--- src/rtl/alu_pkg.sv ---
// Shared opcode encodings and controller state type for the sequential ALU.
package alu_pkg;

   localparam logic [2:0] OP_ADD = 3'd0;
   localparam logic [2:0] OP_SUB = 3'd1;
   localparam logic [2:0] OP_MUL = 3'd2;
   localparam logic [2:0] OP_DIV = 3'd3;
   localparam logic [2:0] OP_REM = 3'd4;
   localparam logic [2:0] OP_AND = 3'd5;
   localparam logic [2:0] OP_OR  = 3'd6;
   localparam logic [2:0] OP_XOR = 3'd7;

   typedef enum logic [1:0] {
      IDLE    = 2'd0,
      DIV_RUN = 2'd1,
      DONE    = 2'd2
   } state_t;

endpackage

--- src/rtl/alu_seq_div.sv ---
// Unsigned restoring divider, one quotient bit per clock. The start edge
// performs the first step, so all WIDTH bits are ready WIDTH edges after start.
module alu_seq_div #(
   parameter int WIDTH = 8
) (
   input  logic             clk,
   input  logic             rst,
   input  logic             start,
   input  logic [WIDTH-1:0] dividend,
   input  logic [WIDTH-1:0] divisor,
   output logic             done,
   output logic [WIDTH-1:0] quotient,
   output logic [WIDTH-1:0] remainder
);

   localparam int CW = $clog2(WIDTH + 1);

   logic [CW-1:0]    count_q;
   logic             run_q;
   logic [WIDTH-1:0] quo_q, rem_q, dvs_q;
   logic [WIDTH-1:0] src_quo, src_rem, src_dvs;
   logic [WIDTH:0]   trial, diff;
   logic             q_bit;
   logic [WIDTH-1:0] nxt_quo, nxt_rem;

   always_comb begin
      src_quo = start ? dividend : quo_q;
      src_rem = start ? '0 : rem_q;
      src_dvs = start ? divisor : dvs_q;
      trial   = {src_rem, src_quo[WIDTH-1]};
      diff    = trial - {1'b0, src_dvs};
      // partial remainder stays below divisor, so diff[WIDTH] is a clean borrow
      q_bit   = ~diff[WIDTH];
      nxt_rem = q_bit ? diff[WIDTH-1:0] : trial[WIDTH-1:0];
      nxt_quo = {src_quo[WIDTH-2:0], q_bit};
   end

   always_ff @(posedge clk) begin
      if (rst) begin
         count_q <= '0;
         run_q   <= 1'b0;
         quo_q   <= '0;
         rem_q   <= '0;
         dvs_q   <= '0;
      end else if (start) begin
         count_q <= CW'(WIDTH - 1);
         run_q   <= 1'b1;
         quo_q   <= nxt_quo;
         rem_q   <= nxt_rem;
         dvs_q   <= divisor;
      end else if (run_q) begin
         if (count_q != '0) begin
            count_q <= count_q - 1'b1;
            quo_q   <= nxt_quo;
            rem_q   <= nxt_rem;
         end else begin
            run_q <= 1'b0;
         end
      end
   end

   assign done      = run_q && (count_q == '0);
   assign quotient  = quo_q;
   assign remainder = rem_q;

endmodule

--- src/rtl/alu_seq.sv ---
// Registered signed ALU with valid/ready handshakes and an iterative divider.
//   state   | meaning
//   IDLE    | ready for a new operation
//   DIV_RUN | divider iterating on |a| / |b|
//   DONE    | result and flags held until out_ready
module alu_seq
   import alu_pkg::*;
#(
   parameter int WIDTH = 8
) (
   input  logic             clk,
   input  logic             rst,
   input  logic             in_valid,
   output logic             in_ready,
   input  logic [WIDTH-1:0] a,
   input  logic [WIDTH-1:0] b,
   input  logic [2:0]       op,
   output logic             out_valid,
   input  logic             out_ready,
   output logic [WIDTH-1:0] result,
   output logic             carry,
   output logic             sign,
   output logic             overflow,
   output logic             parity,
   output logic             zero,
   output logic             div_zero
);

   localparam logic [WIDTH-1:0] MIN_VAL = {1'b1, {(WIDTH-1){1'b0}}};

   state_t state_q, state_d;

   logic             is_div, b_zero, div_start, div_done, load;
   logic [WIDTH-1:0] abs_a, abs_b, quo, rem;
   logic [WIDTH:0]   sum_w, diff_w;
   logic [2*WIDTH-1:0] prod;
   logic [WIDTH-1:0] res_d;
   logic             carry_d, ovf_d, dz_d;
   logic             q_neg_q, r_neg_q, is_rem_q, min_ovf_q;

   assign is_div    = (op == OP_DIV) || (op == OP_REM);
   assign b_zero    = (b == '0);
   assign div_start = (state_q == IDLE) && in_valid && is_div && !b_zero;
   assign abs_a     = a[WIDTH-1] ? -a : a;
   assign abs_b     = b[WIDTH-1] ? -b : b;

   always_ff @(posedge clk) begin
      if (rst) state_q <= IDLE;
      else     state_q <= state_d;
   end

   always_comb begin
      state_d = state_q;
      case (state_q)
         IDLE:    if (in_valid) state_d = div_start ? DIV_RUN : DONE;
         DIV_RUN: if (div_done) state_d = DONE;
         DONE:    if (out_ready) state_d = IDLE;
         default: state_d = IDLE;
      endcase
   end

   assign in_ready  = (state_q == IDLE);
   assign out_valid = (state_q == DONE);

   alu_seq_div #(.WIDTH(WIDTH)) u_div (
      .clk       (clk),
      .rst       (rst),
      .start     (div_start),
      .dividend  (abs_a),
      .divisor   (abs_b),
      .done      (div_done),
      .quotient  (quo),
      .remainder (rem)
   );

   always_comb begin
      sum_w   = {1'b0, a} + {1'b0, b};
      diff_w  = {1'b0, a} - {1'b0, b};
      prod    = {{WIDTH{a[WIDTH-1]}}, a} * {{WIDTH{b[WIDTH-1]}}, b};
      res_d   = '0;
      carry_d = 1'b0;
      ovf_d   = 1'b0;
      dz_d    = 1'b0;
      load    = 1'b0;
      if (state_q == IDLE) begin
         load = in_valid && !div_start;
         case (op)
            OP_ADD: begin
               res_d   = sum_w[WIDTH-1:0];
               carry_d = sum_w[WIDTH];
               ovf_d   = (a[WIDTH-1] == b[WIDTH-1]) && (res_d[WIDTH-1] != a[WIDTH-1]);
            end
            OP_SUB: begin
               res_d   = diff_w[WIDTH-1:0];
               carry_d = diff_w[WIDTH];
               ovf_d   = (a[WIDTH-1] != b[WIDTH-1]) && (res_d[WIDTH-1] != a[WIDTH-1]);
            end
            OP_MUL: begin
               res_d   = prod[WIDTH-1:0];
               carry_d = prod[2*WIDTH-1:WIDTH] != {WIDTH{prod[WIDTH-1]}};
               ovf_d   = carry_d;
            end
            OP_DIV, OP_REM: begin
               // only the divide-by-zero case completes from IDLE
               ovf_d = 1'b1;
               dz_d  = 1'b1;
            end
            OP_AND:  res_d = a & b;
            OP_OR:   res_d = a | b;
            default: res_d = a ^ b;
         endcase
      end else if (state_q == DIV_RUN) begin
         load = div_done;
         if (is_rem_q) res_d = r_neg_q ? -rem : rem;
         else          res_d = q_neg_q ? -quo : quo;
         ovf_d = !is_rem_q && min_ovf_q;
      end
   end

   always_ff @(posedge clk) begin
      if (rst) begin
         result    <= '0;
         carry     <= 1'b0;
         sign      <= 1'b0;
         overflow  <= 1'b0;
         parity    <= 1'b0;
         zero      <= 1'b0;
         div_zero  <= 1'b0;
         q_neg_q   <= 1'b0;
         r_neg_q   <= 1'b0;
         is_rem_q  <= 1'b0;
         min_ovf_q <= 1'b0;
      end else begin
         if (div_start) begin
            q_neg_q   <= a[WIDTH-1] ^ b[WIDTH-1];
            r_neg_q   <= a[WIDTH-1];
            is_rem_q  <= (op == OP_REM);
            min_ovf_q <= (a == MIN_VAL) && (b == '1);
         end
         if (load) begin
            result   <= res_d;
            carry    <= carry_d;
            sign     <= res_d[WIDTH-1];
            overflow <= ovf_d;
            parity   <= ~^res_d;
            zero     <= (res_d == '0);
            div_zero <= dz_d;
         end
      end
   end

endmodule

--- config.mk ---
export PLATFORM = sky130hd
export DESIGN_NAME = alu_seq
export DESIGN_NICKNAME = d
export VERILOG_FILES = /design/src/rtl/alu_pkg.sv /design/src/rtl/alu_seq_div.sv /design/src/rtl/alu_seq.sv
export SDC_FILE = /design/constraint.sdc
export NUM_CORES = 1
export LEC_CHECK = 0
export CAP_MARGIN = 20
export CORE_ASPECT_RATIO = 1.4
export CORE_MARGIN = 1.5
export CORE_UTILIZATION = 55
export CTS_CLUSTER_DIAMETER = 50
export DETAILED_ROUTE_END_ITERATION = 8
export HOLD_SLACK_MARGIN = 0.12
export PLACE_DENSITY = 0.74
export SLEW_MARGIN = 20
export SYNTH_ARGS = -nofsm -noshare
export SYNTH_HDL_FRONTEND = slang
export SYNTH_SLANG_ARGS = --single-unit
export TNS_END_PERCENT = 50
--- constraint.sdc ---
create_clock -name clk -period 6.5 [get_ports clk]
set_input_delay 0.65 -clock clk [delete_from_list [all_inputs] [get_ports clk]]
set_output_delay 0.65 -clock clk [all_outputs]
set_load 0.05 [all_outputs]
==> qor.txt, run 1 <==
Status -> finished, final reports clean
CTS tree -> done
Cell-internal power -> 1.12 mW
Setup TNS Final -> 0 ns
CTS sink cnt -> 48
Worst Path Buf+Inv -> 5
Peak supply drop -> 0.000348 V
Syn Area/Cell -> 7.85 µm²
P_leak -> 3.46 nW
DRT Wirelength -> 17900 µm
Longest Clk Path Bufs -> 2
Routed Antenna Nets -> 0
WP depth -> 24
Die Wd -> 97.9 µm
Sequential area share after synthesis -> 13.9%
Min-delay worst type -> reg -> reg
Net Sw Frac -> 46.1%
Cts bufs inserted -> 5
MaxCap Viol Count -> 0
Yosys Warn Count -> 0
Rel. slew slack -> 25.6%
Largest net degree at the start of global routing -> 53
Critical path cell sequence -> clkdlybuf4s50_1 -> clkinvlp_4 -> nor2_1 -> ha_1 -> fa_1 -> ha_1 -> inv_1 -> fa_1 -> inv_1 -> ha_1 -> inv_1 -> fa_1 -> xnor2_1 -> a22o_1 -> a221oi_1 -> o21ai_0 -> o31a_1 -> o31ai_1 -> ha_1 -> xnor2_1 -> xnor2_1 -> nor2_1 -> a21oi_1 -> nor2_1
Post-Syn Nets -> 1037
Fin nets -> 1071
Comb power frac -> 71.4%
GRT Util Overall -> 28.1%
DRC viols -> 0
R2R cell count -> 15
Post-DP HPWL -> 14800 µm
Place WS -> 0.0212 ns
Htree depth -> 2
Tightest Pin Transition -> 1.09 ns
Slowest-stage cell, CP -> clkdlybuf4s50_1
First-pass GRT wire length -> 30300 µm
Dominant synthesized flop cell -> dfxtp_1
Post-synth ARST share -> 0%
Critical Path Sink -> parity
Worst Setup SP -> a[0]
Met3 Use GR -> 2.99%
WP data arrival -> 6.29 ns
Buffers on Ports -> 38
Reg-to-reg slack, setup -> 2.07 ns
Tmin final -> 6.14 ns
Final RePlAce weighted congestion -> 0.970
Area of the multi-input gates -> 5370 µm²
IO Pins -> 39
Mapped Area -> 6930 µm²
Post-synth EDFFs -> 0
Mapped Cells -> 883
Critical path's most frequent cell -> ha_1
Unrepaired setup endpoints after global routing -> no
Slowest stage delay, CP -> 0.71 ns
Max-slew violations -> 0
Die area -> 13300 µm²
Total core area -> 12300 µm²
Crit-path max FO -> 10
Vias/cell -> 5.79
Worst flop-to-flop path endpoint -> u_div.remainder[4]
Met1 GRT Util -> 32.3%
CTS Hold Bufs -> 0
Die Height -> 136 µm
Clock power share -> 12.7%
Net Sw Power -> 0.959 mW
Number of diodes -> 0
Root Driver -> clkbuf_16
Worst Skew -> 0.00259 ns
Critical path class -> in -> reg
Reg clk slew, reported paths -> 0.06 ns
Post-synth cell types -> 64
Yosys reg bits -> 48
Starting Density -> 56.3%
Initial antenna violation count -> 0
Worst R2R Start -> state_q[0]
Power Density -> 269 nW/µm²
CP Capture Type -> register
Overflow after GRT -> 0
Cell family with most CP delay -> adder cells
Gr busiest metal -> met2
Wire per inst -> 16.7 µm
Vias in the first global route -> 6252
Worst-Skew Late Latency -> 0.29 ns
Worst Path Required -> 6.65 ns
Flop pwr share -> 15.9%
Power, Total -> 2.08 mW
Fmax -> 163 MHz
Final setup violation count -> 0
Tcrit/Tclk final -> 94.5%
Setup Buffers After CTS -> 0
Initial DRC count -> 357
Area Overhead vs Synth -> 11.5%
Fill count -> 1131
Finished Cell Area -> 7730 µm²
GRT met2 Usage -> 51.1%
Share of layout cells above drive strength 1 -> 5.88%
Final worst setup slack -> 0.357 ns
Router iterations before antenna repair -> 5
Num rows -> 48
Worst setup SP type -> primary input
Area after DPL -> 7570 µm²
Final Non-Filler Cells -> 1068
Area taken by flip-flops and latches -> 961 µm²
Final hold vios -> 0
DR vias -> 6186
Inst Count DP -> 1060
-- tightest hold or removal path, delay by kind of cell (launching register included) --
family | cells | cell delay (ns)
AND/OR/NAND/NOR | 1 | 0.05
AO/OA/AOI/OAI | 1 | 0.05
flip-flops | 1 | 0.31
-- cell usage in the layout, fill, tap and decap left out, types with 4 or more instances in the layout --
cell               n
a211oi_1          16
a21o_1             8
a21oi_1           47
a221oi_1           4
a31oi_1            6
and2_1             8
and3_1             4
buf_4             32
clkbuf_16          5
clkdlybuf4s50_1   37
dfxtp_1           48
fa_1              58
ha_1              73
inv_1            112
mux2i_1           25
nand2_1           75
nand2b_1          12
nand3_1           11
nand3b_1           6
nor2_1           106
nor2b_1           11
nor3_1            12
nor4_1             7
o211ai_1          11
o21a_1             9
o21ai_0           35
o31ai_1            9
or2_2              4
or3_1              7
xnor2_1           40
xor2_1            14
-- stage by stage --
stage                     hold slack, ns  util (%)
after detailed placement           0.446      61.5
after CTS                          0.455      62.7
after global routing               0.498      62.8
after floorplan                    0.451         -
after global placement             0.444      61.5
final                              0.456      62.8
-- power groups by stage --
stage	clock (mW)	combinational, mW	sequential (mW)
final	0.264	1.48	0.331
after global routing	0.276	1.67	0.334
after CTS	0.269	1.49	0.331
after detailed placement	0	1.48	0.338
after global placement	0	1.46	0.337
after floorplan	0	1.11	0.355
-- cell type report --
type / instances / share of cell area (%)
timing repair buffer: 70 / 7.97
clock buffer: 7 / 1.85
sequential: 48 / 12.4
multi-input combinational: 676 / 69.5
clock inverter: 1 / 0.0972
inverter: 116 / 5.68
tap: 150 / 2.43
-- cells by family (layout without fill, tap and decap cells) --
logic type / after synthesis / count (layout) / share of synthesized area (%)
compound gates: 181 / 181 / 17.3
mux: 27 / 27 / 3.94
simple gates: 282 / 282 / 19.1
buf+inv: 159 / 194 / 8.76
fa+ha+maj: 131 / 131 / 29.9
xor+xnor: 55 / 55 / 7.15
flops: 48 / 48 / 13.9
-- synthesized netlist by cell type, types with 4 or more instances --
library cell | n | area share [%]
a221oi_1 | 4 | 0.51
nor4_1 | 7 | 0.63
o21a_1 | 9 | 0.98
xnor2_1 | 40 | 5.1
a21oi_1 | 47 | 3.4
nand2b_1 | 12 | 1.1
nand2_1 | 75 | 4.1
xor2_1 | 14 | 1.8
or2_2 | 4 | 0.36
a31oi_1 | 6 | 0.54
fa_1 | 58 | 17
buf_2 | 4 | 0.29
dfxtp_1 | 48 | 14
inv_1 | 112 | 6.1
o31ai_1 | 9 | 0.98
or3_1 | 7 | 0.63
and3_1 | 4 | 0.36
nor2b_1 | 11 | 0.99
a21o_1 | 8 | 0.87
clkinv_1 | 4 | 0.22
nor3_1 | 12 | 0.87
nand3_1 | 12 | 0.87
a211oi_1 | 16 | 1.7
clkbuf_1 | 32 | 1.7
ha_1 | 73 | 13
o211ai_1 | 11 | 1.2
nand3b_1 | 6 | 0.65
and2_1 | 8 | 0.72
nor2_1 | 106 | 5.7
buf_1 | 5 | 0.27
mux2i_1 | 25 | 3.6
o21ai_0 | 35 | 2.5
-- metal layers --
metal  part of all wire [%]  vias up
met5                      0        -
met4                    4.9        0
met3                    4.0       64
met2                     52      199
met1                     40     2887
li1                       -     3036
-- worst min-delay path by stage --
stage	start	slack (ns)	end	depth (start not counted)
CTS	result[5]	0.45	result[5]	2
floorplan	u_div.dvs_q[3]	0.45	u_div.dvs_q[3]	2
finish	result[5]	0.46	result[5]	2
global route	result[5]	0.50	result[5]	2
global placement	result[5]	0.44	result[5]	2
detailed placement	result[5]	0.45	result[5]	2
-- state kept, by name (all words and copies together) (netlist names) --
register and cells:
carry 1, div_zero 1, is_rem_q 1, min_ovf_q 1, overflow 1, parity 1, q_neg_q 1, r_neg_q 1
result 8, state_q 2, u_div.count_q 4, u_div.dvs_q 8, u_div.quotient 8, u_div.remainder 8, u_div.run_q 1, zero 1
-- timing repair --
action | CTS | global route
endpoints found under the hold margin | 0 | 0
gates resized for setup | 0 | 2
endpoints found under the setup margin | 0 | 3
Note: power is estimated with default switching activity, not from simulation.
==> run 2: changes to the inputs <==
CORE_UTILIZATION = 45   (was 55)
PLACE_DENSITY = unset   (was 0.74)
==> qor.txt, run 2 (synthesis gave the netlist of run 1 again) <==
Status -> finished, final reports clean
Fin nets -> 1074
Largest net degree at the start of global routing -> 53
Worst setup SP type -> primary input
Final hold vios -> 0
Finished Cell Area -> 7790 µm²
Starting Density -> 46.0%
Min-delay worst type -> reg -> reg
Final setup violation count -> 0
Critical path class -> in -> reg
Cell family with most CP delay -> adder cells
Worst Path Buf+Inv -> 4
Slowest-stage cell, CP -> clkdlybuf4s50_1
Final worst setup slack -> 0.388 ns
Tcrit/Tclk final -> 94.0%
P_leak -> 3.49 nW
Peak supply drop -> 0.000283 V
Vias in the first global route -> 6130
Post-DP HPWL -> 15700 µm
Longest Clk Path Bufs -> 2
Root Driver -> clkbuf_16
Share of layout cells above drive strength 1 -> 6.08%
CP Capture Type -> register
Max-slew violations -> 0
MaxCap Viol Count -> 0
Initial antenna violation count -> 0
Initial DRC count -> 294
Die area -> 16200 µm²
Router iterations before antenna repair -> 5
Num rows -> 53
CTS sink cnt -> 48
GRT Util Overall -> 24.5%
Unrepaired setup endpoints after global routing -> no
Fill count -> 1534
Power Density -> 270 nW/µm²
Die Wd -> 108 µm
Die Height -> 150 µm
Most common cell after layout, fill and taps aside -> inv_1
Wire per inst -> 16.9 µm
Area Overhead vs Synth -> 12.5%
DRT Wirelength -> 18800 µm
WP data arrival -> 6.28 ns
CTS Hold Bufs -> 0
Worst Skew -> 0.00475 ns
DR vias -> 6117
IO Pins -> 39
Tightest Pin Transition -> 0.904 ns
Overflow after GRT -> 0
DRC viols -> 0
Post-CTS resize count -> 0
Crit-path max FO -> 5
Routed Antenna Nets -> 0
Buffers on Ports -> 38
Number of diodes -> 0
Area after DPL -> 7640 µm²
Rel. slew slack -> 38.2%
Htree depth -> 2
Worst Path Required -> 6.66 ns
CTS tree -> done
Place WS -> 0.0987 ns
Critical path's most frequent cell -> fa_1
Highest-count cells in the layout ignoring fill and taps -> inv_1 (112), nor2_1 (106), nand2_1 (75)
Cts bufs inserted -> 5
Critical path cell sequence -> clkdlybuf4s50_1 -> ha_1 -> inv_1 -> fa_1 -> fa_1 -> inv_1 -> ha_1 -> inv_1 -> fa_1 -> fa_1 -> xnor2_1 -> a22o_1 -> a221oi_1 -> o21ai_0 -> o31a_1 -> o31ai_1 -> ha_1 -> xnor2_1 -> xnor2_1 -> nor2_1 -> a21oi_1 -> nor2_1
Worst-Skew Late Latency -> 0.29 ns
Vias/cell -> 5.50
First-pass GRT wire length -> 30900 µm
Final RePlAce weighted congestion -> 0.908
Reg clk slew, reported paths -> 0.07 ns
Tmin final -> 6.11 ns
Setup TNS Final -> 0 ns
Fmax -> 164 MHz
Slowest stage delay, CP -> 0.57 ns
Total core area -> 15100 µm²
Setup Buffers After CTS -> 0
## run 2: changes by cell type in the layout (fill, tap and decap cells not counted), sizes merged
cell	previous run	this run
buf	33	36
clkinv	3	5
clkinvlp	2	0
clkbuf	7	6
inv	112	113
## run 2: layout make-up
type                    count  area (µm²)  share of cell area, %
clock buffers               6         139                   1.78
clock inverters             2        13.8                  0.177
inverters                 116         435                   5.59
multi-input cells         676        5370                   68.9
flip-flops and latches     48         961                   12.3
well taps                 192         240                   3.08
repair buffers             73         638                   8.19
## run 2: where the power goes
part | internal (mW) | switching, mW
sequential | 0.313 | 0.0186
combinational | 0.664 | 0.834
clock | 0.154 | 0.118
## run 2: final timing paths
kind | from | slack (ns) | endpoint | cells past startpoint
max | a[2] | 0.39 | parity | 22
min | result[5] | 0.46 | result[5] | 2
max reg2reg | state_q[0] | 2.36 | u_div.remainder[0] | 15
min reg2reg | result[5] | 0.46 | result[5] | 2
## run 2: worst reg2reg max path, cell delays in order (launching register included)
cell      delay (ns)
dfxtp_1         0.87
nor2_1          0.28
nand3_2         0.32
mux2i_1         0.28
ha_1            0.20
inv_1           0.05
fa_1            0.40
a21o_1          0.17
a21oi_1         0.22
nor2b_1         0.07
o21ai_0         0.20
a21oi_1         0.11
xor2_1          0.17
buf_4           0.19
or4_1           0.39
o311ai_0        0.10
## run 2: layer usage
| layer | global-route usage, % | up-vias | part of all wire [%] |
|---|---|---|---|
| met3 | 2.70 | 53 | 3.2 |
| met4 | 12.6 | 0 | 5.1 |
| met5 | 0 | - | 0 |
| met2 | 43.9 | 132 | 50 |
| met1 | 28.6 | 2892 | 42 |
| li1 | - | 3040 | - |
## run 2: per-stage QoR
stage	power [mW]	instances	util, %	hold slack, ns
CTS	2.12	1113	51.8	0.464
global route	2.31	1113	51.8	0.492
floorplan	1.47	883	-	0.451
detailed placement	1.85	1105	50.8	0.455
global placement	1.84	1105	50.8	0.443
finish	2.10	1113	51.8	0.461
==> run 3: changes to the inputs <==
clock period = 7.4 ns   (was 6.5 ns; I/O delays follow)
==> qor.txt, run 3 (synthesis gave the netlist of run 1 again) <==
MaxCap Viol Count -> 0
Final RePlAce weighted congestion -> 0.895
Reg-to-reg slack, setup -> 3.01 ns
Die area -> 16200 µm²
Starting Density -> 46.0%
Unrepaired setup endpoints after global routing -> no
CTS tree -> done
P_leak -> 3.38 nW
Number of diodes -> 0
Worst flop-to-flop path endpoint -> u_div.remainder[0]
Initial antenna violation count -> 0
Router iterations before antenna repair -> 7
Slowest-stage cell, CP -> clkdlybuf4s50_1
Cts bufs inserted -> 5
Worst Path Buf+Inv -> 5
WP data arrival -> 6.63 ns
Min-delay worst type -> reg -> reg
Root Driver -> clkbuf_16
Wire per inst -> 16.8 µm
Worst Skew -> 0.00365 ns
Worst Path Required -> 7.54 ns
Area of the multi-input gates -> 5370 µm²
Area taken by flip-flops and latches -> 961 µm²
Tightest Pin Transition -> 0.977 ns
Die Wd -> 108 µm
Rel. slew slack -> 34.9%
DR vias -> 5994
Post-DP HPWL -> 14600 µm
Share of layout cells above drive strength 1 -> 3.35%
Tcrit/Tclk final -> 87.7%
Reg clk slew, reported paths -> 0.06 ns
Min-Delay Path Depth -> 2
Power Density -> 235 nW/µm²
Htree depth -> 2
R2R cell count -> 16
Status -> finished, final reports clean
IO Pins -> 39
Vias/cell -> 5.51
HP Start -> result[5]
CTS sink cnt -> 48
Fmax -> 154 MHz
DRT Wirelength -> 18200 µm
CTS Hold Bufs -> 0
Largest net degree at the start of global routing -> 53
Hold endpoint -> result[5]
Die Height -> 150 µm
Final hold vios -> 0
Vias in the first global route -> 5831
Total core area -> 15100 µm²
Setup TNS Final -> 0 ns
Worst-Skew Late Latency -> 0.29 ns
Final setup violation count -> 0
Highest-count cells in the layout ignoring fill and taps -> inv_1 (112), nor2_1 (106), nand2_1 (75)
GRT Util Overall -> 23.8%
Post-CTS resize count -> 0
Longest Clk Path Bufs -> 2
Tmin final -> 6.49 ns
Power, Total -> 1.79 mW
Setup Buffers After CTS -> 0
Critical path's most frequent cell -> ha_1
Num rows -> 53
Overflow after GRT -> 0
Slowest stage delay, CP -> 0.64 ns
Buffers on Ports -> 38
First-pass GRT wire length -> 30100 µm
Peak supply drop -> 0.000277 V
Routed Antenna Nets -> 0
Initial DRC count -> 355
CP Capture Type -> register
Fill count -> 1509
Area Overhead vs Synth -> 10.1%
Critical path cell sequence -> clkdlybuf4s50_1 -> clkinv_1 -> nor2_1 -> ha_1 -> fa_1 -> ha_1 -> inv_1 -> fa_1 -> inv_1 -> ha_1 -> inv_1 -> fa_1 -> xnor2_1 -> a22o_1 -> a221oi_1 -> o21ai_0 -> o31a_1 -> o31ai_1 -> ha_1 -> xnor2_1 -> xnor2_1 -> nor2_1 -> a21oi_1 -> nor2_1
Fin nets -> 1050
Critical path class -> in -> reg
Worst R2R Start -> state_q[0]
DRC viols -> 0
Crit-path max FO -> 10
Cell family with most CP delay -> adder cells
Worst Setup SP -> b[0]
Max-slew violations -> 0
Most common cell after layout, fill and taps aside -> inv_1
Worst setup SP type -> primary input
## run 3: area by class of cell
class | instances | share of cell area (%)
Timing Repair Buffer | 49 | 6.17
Tap cell | 192 | 3.15
Clock inverter | 1 | 0.394
Multi-Input combinational cell | 676 | 70.3
Sequential cell | 48 | 12.6
Clock buffer | 5 | 1.64
Inverter | 116 | 5.71
## run 3: report_power, final
group          switching [mW]  internal [mW]
registers              0.0169          0.275
logic                   0.699          0.553
clock network          0.0943          0.156
total                   0.810          0.983
## run 3: metrics by stage
stage | instances | utilization, % | setup slack [ns] | hold slack, ns | area, µm²
finish | 1087 | 50.7 | 0.912 | 0.463 | 7630
global route | 1087 | 50.7 | 0.608 | 0.486 | 7630
detailed placement | 1081 | 49.6 | 0.633 | 0.448 | 7470
global placement | 1081 | 49.6 | 0.704 | 0.444 | 7470
floorplan | 883 | - | 1.99 | 0.451 | 6930
CTS | 1087 | 50.7 | 0.928 | 0.457 | 7630
## run 3: layer usage
metal	track usage (%)	part of all wire, %	up-vias	wire length [µm]
li1	-	-	2992	-
met1	29.7	44	2848	7940
met2	41.8	50	125	9130
met3	2.48	3.5	29	631
met4	9.21	2.9	0	532
met5	0	0	-	0
## run 3: worst max path at each step
stage,end,slack (ns),cells after the start
global route,parity,0.61,24
finish,parity,0.91,24
CTS,parity,0.93,24
detailed placement,parity,0.63,24
global placement,parity,0.70,24
floorplan,parity,1.99,21
## run 3: worst min-delay path: stages (launching register included)
cell	delay, ns
dfxtp_1	0.31
nand2_1	0.05
a21oi_1	0.06
